`config.mk`:
```
export PLATFORM = sky130hd
export DESIGN_NAME = sdram_frame_seq
export DESIGN_NICKNAME = d
export VERILOG_FILES = /design/src/rtl/sdram_frame_seq.sv
export SDC_FILE = /design/constraint.sdc
export NUM_CORES = 1
export LEC_CHECK = 0
export BUFFER_PORTS_ARGS = -buffer_cell sky130_fd_sc_hd__buf_2
export CAP_MARGIN = 20
export CORE_AREA = 2 2 71 73
export DETAILED_ROUTE_END_ITERATION = 8
export DIE_AREA = 0 0 73 75
export GPL_ROUTABILITY_DRIVEN = 0
export HOLD_SLACK_MARGIN = 0.06
export PLACE_DENSITY = 0.77
export SYNTH_ARGS = -nofsm -noshare
export SYNTH_HDL_FRONTEND = slang
export SYNTH_SLANG_ARGS = --single-unit
```
`constraint.sdc`:
```
create_clock -name clk -period 1.4 [get_ports clk]
set_input_delay 0.07 -clock clk [delete_from_list [all_inputs] [get_ports clk]]
set_output_delay 0.07 -clock clk [all_outputs]
set_load 0.01 [all_outputs]
```
`src/rtl/sdram_frame_seq.sv`:
```
// sdram_frame_seq: SDRAM frame-buffer burst sequencer for the camera-to-monitor path
// (clk_133M domain, beside sdram_top). Issues one line-sized burst at a time. Writes
// drain the ingest FIFO and reads fill the display FIFO. Reads win arbitration, and
// the reader restarts on every vsync frame.
//
// Optional feature macro: PINGPONG_EN. When it is defined, frames are double-buffered
// (buffer select on address bit BUF_BIT). When it is not defined, the block captures
// one frame into a single buffer and replays it on every frame.
//
// Ports:
//   clk, rst_n            clock, synchronous active-low reset
//   vsync                 1 = active frame, 0 = blanking (reader restart)
//   wr_fifo_used          ingest FIFO fill level
//   rd_fifo_used          display FIFO fill level
//   wr_sdram_req/ack/add  write burst handshake and address
//   rd_sdram_req/ack/add  read burst handshake and address
//   wr_frame_done         sticky, set once a full frame has been written
//   wr_line / rd_line     next line to write / read
//   busy                  a request is outstanding
//
// rd_line carries the low LINE_W bits of an internal LINE_W+1 bit read counter. That
// counter saturates at LINES, which stops further reads within the frame. When
// LINES = 2^LINE_W, the rd_line output therefore reads 0 once the frame is fully read.
module sdram_frame_seq #(
  parameter int unsigned ADDR_W    = 24,
  parameter int unsigned ROW_LSB   = 9,
  parameter int unsigned LINE_W    = 7,
  parameter int unsigned LINES     = 128,
  parameter int unsigned CNT_W     = 11,
  parameter int unsigned WR_THRESH = 512,
  parameter int unsigned RD_THRESH = 512,
  parameter int unsigned BUF_BIT   = 21
) (
  input  logic              clk,
  input  logic              rst_n,
  input  logic              vsync,
  input  logic [CNT_W-1:0]  wr_fifo_used,
  input  logic [CNT_W-1:0]  rd_fifo_used,
  output logic              wr_sdram_req,
  input  logic              wr_sdram_ack,
  output logic [ADDR_W-1:0] wr_sdram_add,
  output logic              rd_sdram_req,
  input  logic              rd_sdram_ack,
  output logic [ADDR_W-1:0] rd_sdram_add,
  output logic              wr_frame_done,
  output logic [LINE_W-1:0] wr_line,
  output logic [LINE_W-1:0] rd_line,
  output logic              busy
);

  localparam int unsigned RCNT_W = LINE_W + 1;

  typedef enum logic [1:0] {
    IDLE = 2'd0,
    WR   = 2'd1,
    RD   = 2'd2
  } state_t;

  state_t              state, state_d;
  logic                wr_req_d, rd_req_d;
  logic [ADDR_W-1:0]   wr_add_d, rd_add_d;
  logic                done_d;
  logic [LINE_W-1:0]   wr_line_d;
  logic [RCNT_W-1:0]   rd_cnt, rd_cnt_d;
  logic                busy_d;
  logic                pend_rd_rst, pend_d;
  logic                wr_buf, rd_buf;
  logic                wr_block, wr_elig, rd_elig;

`ifdef PINGPONG_EN
  logic wr_buf_d, rd_buf_d, last_full, last_full_d, vsync_q;
`else
  assign wr_buf = 1'b0;
  assign rd_buf = 1'b0;
`endif

  // Burst address: the line field sits at ROW_LSB, the buffer select sits at BUF_BIT,
  // and the column bits are 0.
  function automatic logic [ADDR_W-1:0] make_addr(input logic [LINE_W-1:0] line,
                                                  input logic b);
    make_addr = (ADDR_W'(line) << ROW_LSB) | (ADDR_W'(b) << BUF_BIT);
  endfunction

  assign rd_line = rd_cnt[LINE_W-1:0];

  // Single buffer: capture once. Double buffer: never write into the frame on display.
`ifdef PINGPONG_EN
  assign wr_block = (wr_buf == rd_buf) && vsync && wr_frame_done;
`else
  assign wr_block = wr_frame_done;
`endif

  assign wr_elig = (wr_fifo_used >= CNT_W'(WR_THRESH)) && !wr_block;
  assign rd_elig = vsync && wr_frame_done && (rd_fifo_used <= CNT_W'(RD_THRESH)) &&
                   (rd_cnt < RCNT_W'(LINES));

  // Next-state and next-output logic
  always_comb begin
    state_d   = state;
    wr_req_d  = wr_sdram_req;
    rd_req_d  = rd_sdram_req;
    done_d    = wr_frame_done;
    wr_line_d = wr_line;
    rd_cnt_d  = rd_cnt;
    pend_d    = pend_rd_rst;
`ifdef PINGPONG_EN
    wr_buf_d    = wr_buf;
    last_full_d = last_full;
    rd_buf_d    = rd_buf;
    // The display latches the most recently completed frame at the start of a frame.
    if (vsync && !vsync_q) rd_buf_d = last_full;
`endif

    case (state)
      IDLE: begin
        if (!vsync) rd_cnt_d = '0;
        if (rd_elig) begin
          state_d  = RD;
          rd_req_d = 1'b1;
        end else if (wr_elig) begin
          state_d  = WR;
          wr_req_d = 1'b1;
        end
      end
      WR: begin
        if (!vsync) rd_cnt_d = '0;
        if (wr_sdram_ack) begin
          state_d  = IDLE;
          wr_req_d = 1'b0;
          if (wr_line == LINE_W'(LINES - 1)) begin
            wr_line_d = '0;
            done_d    = 1'b1;
`ifdef PINGPONG_EN
            last_full_d = wr_buf;
            wr_buf_d    = ~wr_buf;
`endif
          end else begin
            wr_line_d = wr_line + LINE_W'(1);
          end
        end
      end
      RD: begin
        // A read in flight is never withdrawn, so a blanking restart is deferred to its ack.
        if (!vsync) pend_d = 1'b1;
        if (rd_sdram_ack) begin
          state_d  = IDLE;
          rd_req_d = 1'b0;
          pend_d   = 1'b0;
          if (pend_rd_rst || !vsync) rd_cnt_d = '0;
          else if (rd_cnt < RCNT_W'(LINES)) rd_cnt_d = rd_cnt + RCNT_W'(1);
        end
      end
      default: begin
        state_d  = IDLE;
        wr_req_d = 1'b0;
        rd_req_d = 1'b0;
      end
    endcase

`ifdef PINGPONG_EN
    wr_add_d = make_addr(wr_line_d, wr_buf_d);
    rd_add_d = make_addr(rd_cnt_d[LINE_W-1:0], rd_buf_d);
`else
    wr_add_d = make_addr(wr_line_d, wr_buf);
    rd_add_d = make_addr(rd_cnt_d[LINE_W-1:0], rd_buf);
`endif
    // Keep the read address frozen while its request is up (a buffer swap may land mid-burst).
    if (state == RD && !rd_sdram_ack) rd_add_d = rd_sdram_add;
    busy_d = (state_d != IDLE);
  end

  // State and output registers
  always_ff @(posedge clk) begin
    if (!rst_n) begin
      state         <= IDLE;
      wr_sdram_req  <= 1'b0;
      rd_sdram_req  <= 1'b0;
      wr_sdram_add  <= '0;
      rd_sdram_add  <= '0;
      wr_frame_done <= 1'b0;
      wr_line       <= '0;
      rd_cnt        <= '0;
      busy          <= 1'b0;
      pend_rd_rst   <= 1'b0;
    end else begin
      state         <= state_d;
      wr_sdram_req  <= wr_req_d;
      rd_sdram_req  <= rd_req_d;
      wr_sdram_add  <= wr_add_d;
      rd_sdram_add  <= rd_add_d;
      wr_frame_done <= done_d;
      wr_line       <= wr_line_d;
      rd_cnt        <= rd_cnt_d;
      busy          <= busy_d;
      pend_rd_rst   <= pend_d;
    end
  end

`ifdef PINGPONG_EN
  // Frame buffer selection registers
  always_ff @(posedge clk) begin
    if (!rst_n) begin
      wr_buf    <= 1'b0;
      rd_buf    <= 1'b0;
      last_full <= 1'b0;
      vsync_q   <= 1'b0;
    end else begin
      wr_buf    <= wr_buf_d;
      rd_buf    <= rd_buf_d;
      last_full <= last_full_d;
      vsync_q   <= vsync;
    end
  end
`endif

endmodule

```
==> flow_metrics.py <==
metrics = {
    "status": {
        "outcome": "finished, violations left",
        "violations": "setup timing",
    },
    "detailed_routing": {
        "detail_route.wl_per_cell_microns": 12.9,
        "drt_pass1_iterations": 4,
        "wirelength_microns": 4160,
        "drcViolationCount": 0,
        "avgViaCountPerCell": 4.83,
        "detailedRoute.firstIterationViolations": 53,
        "num_vias": 1556,
        "ant_nets": 0,
    },
    "logic_synthesis": {
        "dominantRegCellSynth": "sky130_fd_sc_hd__dfxtp_1",
        "synth.mux.area_fraction_pct": 1.69,
        "post_syn_area_sq_um": 1850,
        "ys_types": 53,
        "synthesis.area_per_instance_sq_um": 8.84,
        "dominant_combinational_cell_family_by_area_after_synthesis": "buffers and inverters",
        "syn-instance-count": 209,
        "basic_gate_share_of_the_synthesized_area_counting_and_or_nand_and_nor_cells_pct": 19.9,
        "most_area_consuming_cells_after_synthesis": "sky130_fd_sc_hd__dfxtp_1 (31%), sky130_fd_sc_hd__buf_4 (20%), sky130_fd_sc_hd__nor2_1 (3.9%)",
        "async_reset_ff_share_pct": 0,
        "postSynthRegisterBits": 29,
        "synth_enable_flop_cells": 0,
        "synth_xor_xnor_area_share_pct": 2.84,
        "yosys_warnings": 0,
        "yosys.area.top_type_share_pct": 31.4,
        "synth_seq_area_share_pct": 31.4,
        "post-synth-top-count-cell": "sky130_fd_sc_hd__buf_4",
        "post-synth-top-area-cell": "sky130_fd_sc_hd__dfxtp_1",
        "synthTopCellsByCount": "sky130_fd_sc_hd__buf_4 (49), sky130_fd_sc_hd__dfxtp_1 (29), sky130_fd_sc_hd__nor2_1 (19), sky130_fd_sc_hd__o21ai_0 (10), sky130_fd_sc_hd__a21oi_1 (9)",
        "synthAdderAreaFrac_pct": 1.35,
        "synth_compound_area_share_pct": 19.5,
    },
    "setup_path": {
        "setup.worst_path.class": "reg2reg",
        "critical_path.most_common_cell": "sky130_fd_sc_hd__buf_4",
        "cp_max_fo": 12,
        "cp_cell_sequence": "nor3b_1 > buf_4 > nor2_4 > buf_4 > a211oi_1",
        "worst-endpoint-required_ns": 1.58,
        "worstSetupEndpointType": "register",
        "timing.critical_path.arrival_ns": 1.59,
        "cpMaxStageDelayCell": "sky130_fd_sc_hd__dfxtp_4",
        "worstSetupStartpointType": "register",
        "cp_num_buf_inv": 2,
        "critical_path.max_stage_delay_ns": 0.39,
        "cp_top_family": "flip-flops",
    },
    "layout": {
        "layout-area-overhead-vs-synth_pct": 24.6,
        "n_antenna_cell": 0,
        "multi_input_comb_area_sq_um": 1070,
        "seqCellArea_sq_um": 597,
        "stdcell_count": 322,
        "filler_instances": 442,
        "design.final.nets": 296,
        "post_route_cells_drive_above_1_share_pct": 41.4,
    },
    "power": {
        "post-layout-total-power_mw": 1.94,
        "power_density_nw_per_um2": 844,
        "power.static_leakage_nw": 1.11,
        "worst_ir_drop_vdd_mv": 0.458,
    },
    "placement": {
        "numPortBuffers": 49,
        "placedCellCount": 311,
        "dpl.hpwl_microns": 3020,
    },
    "clocking": {
        "tritoncts": "yes",
        "cts-buffers-inserted": 5,
        "cts_root_buf": "sky130_fd_sc_hd__clkbuf_8",
        "clock_path_buffers": 2,
        "worst_setup_hold_path_clk_slew_ns": 0.06,
        "cts_max_level": 2,
        "clkLatencyLatePin_ns": 0.28,
        "tritoncts_num_sinks": 29,
    },
    "floorplanning": {
        "core_region_sq_um": 4660,
        "die_width_microns": 73,
        "die_y_microns": 75,
        "pin_count": 93,
        "floorplan.initialDensity_pct": 39.7,
        "die_area_sq_um": 5480,
        "fp-row-count": 25,
    },
    "sta": {
        "finalCriticalPeriod_ns": 1.40,
        "number_of_max_slew_violations_in_the_final_report": 0,
        "hold_viol_final": 0,
        "grt_setup_unrepaired": "true",
        "whs_ns": 0.175,
        "max_freq_ghz": 0.714,
        "final.period_utilization_pct": 100,
        "setup_viol": 1,
        "setup_ws_ns": -0.00148,
        "timing.clock.skew_ns": 0.00508,
    },
    "global_routing": {
        "grt_max_degree": 17,
        "grt_pass1_wl_microns": 6270,
        "grt_pass1_vias": 1359,
        "all_layer_global_routing_usage_pct": 15.1,
        "grt_remaining_overflow": 0,
        "grt_antenna_before_repair": 0,
    },
    "worst_hold_path": {
        "hold_path_class": "in2reg",
    },
    "job": {
        "cap_viol_max_count": 0,
    },
}
[final timing paths]
path | from | endpoint | slack [ns] | cells after the start
hold / removal | wr_sdram_ack | wr_sdram_req | 0.18 | 4
hold reg to reg | wr_sdram_req | wr_sdram_req | 0.50 | 2
setup / recovery | state[0] | rd_cnt[7] | -0.001 | 5
setup reg to reg | state[0] | rd_cnt[7] | -0.001 | 5
[what timing repair did]
action                                  CTS  global route
gates resized for setup                   7            25
endpoints found under the setup margin    5            22
hold buffers                              0             0
pin swaps                                 5            11
cloned                                    0             0
hold endpoints to repair                  0             0
setup buffers                             0             3
[placed cells by master, fill, tap and decap left out, types with 5 or more instances in the layout]
master and n:
sky130_fd_sc_hd__buf_2 49, sky130_fd_sc_hd__conb_1 34, sky130_fd_sc_hd__dfxtp_1 22, sky130_fd_sc_hd__buf_4 21
sky130_fd_sc_hd__nor2_1 18, sky130_fd_sc_hd__o21ai_0 10, sky130_fd_sc_hd__a21oi_1 8, sky130_fd_sc_hd__nand2_1 6
sky130_fd_sc_hd__clkbuf_8 6, sky130_fd_sc_hd__inv_1 5
[where the power goes]
group          switching, mW  internal, mW
clock                  0.314         0.579
sequential            0.0126         0.833
combinational          0.126        0.0795
total                  0.453          1.49
[cells by family after synthesis]
logic type	count (synthesis)
other	1
flip-flops	29
buffers and inverters	60
multiplexers	3
AND/OR/NAND/NOR	60
adder cells (fa/ha/maj)	2
AO/OA/AOI/OAI	48
XOR/XNOR	6
[final cells by class]
cell class	count	share of cell area, %
Multi-Input combinational cell	153	46.3
Tap cell	54	2.93
Clock buffer	7	3.75
Clock inverter	1	1.30
Timing Repair Buffer	73	19.0
Inverter	5	0.815
Sequential cell	29	25.9
[worst min-delay path: cells and delay by family]
| kind | cells | cell delay, ns |
|---|---|---|
| AO/OA/AOI/OAI | 2 | 0.21 |
| AND/OR/NAND/NOR | 1 | 0.04 |
| buffers and inverters | 1 | 0.10 |
[routing by layer]
layer | vias to the layer above | part of all wire (%) | GRT usage (%)
met5 | - | 0 | 0
met2 | 60 | 47 | 25.5
met1 | 709 | 45 | 18.1
met3 | 6 | 6.0 | 4.95
met4 | 0 | 1.4 | 5.14
li1 | 781 | - | -
[state kept, by name, indices dropped and copies added, names as in the netlist]
name	count
wr_line	7
rd_sdram_add	7
wr_sdram_req	1
busy	1
state	2
pend_rd_rst	1
rd_sdram_req	1
rd_cnt	8
wr_frame_done	1
[through the flow]
stage / setup WS (ns) / cell area, sq um / TNS [ns] / util [%]
after floorplan: 0.000933 / 1970 / 0 / -
after global placement: -0.0309 / 2030 / -0.0460 / 43.7
after detailed placement: -0.0974 / 2030 / -0.203 / 43.7
after CTS: 0.00782 / 2170 / 0 / 46.6
after global routing: -0.0939 / 2300 / -0.277 / 49.4
final: -0.00148 / 2300 / -0.00148 / 49.4
Power figures use the tool's default switching activity.
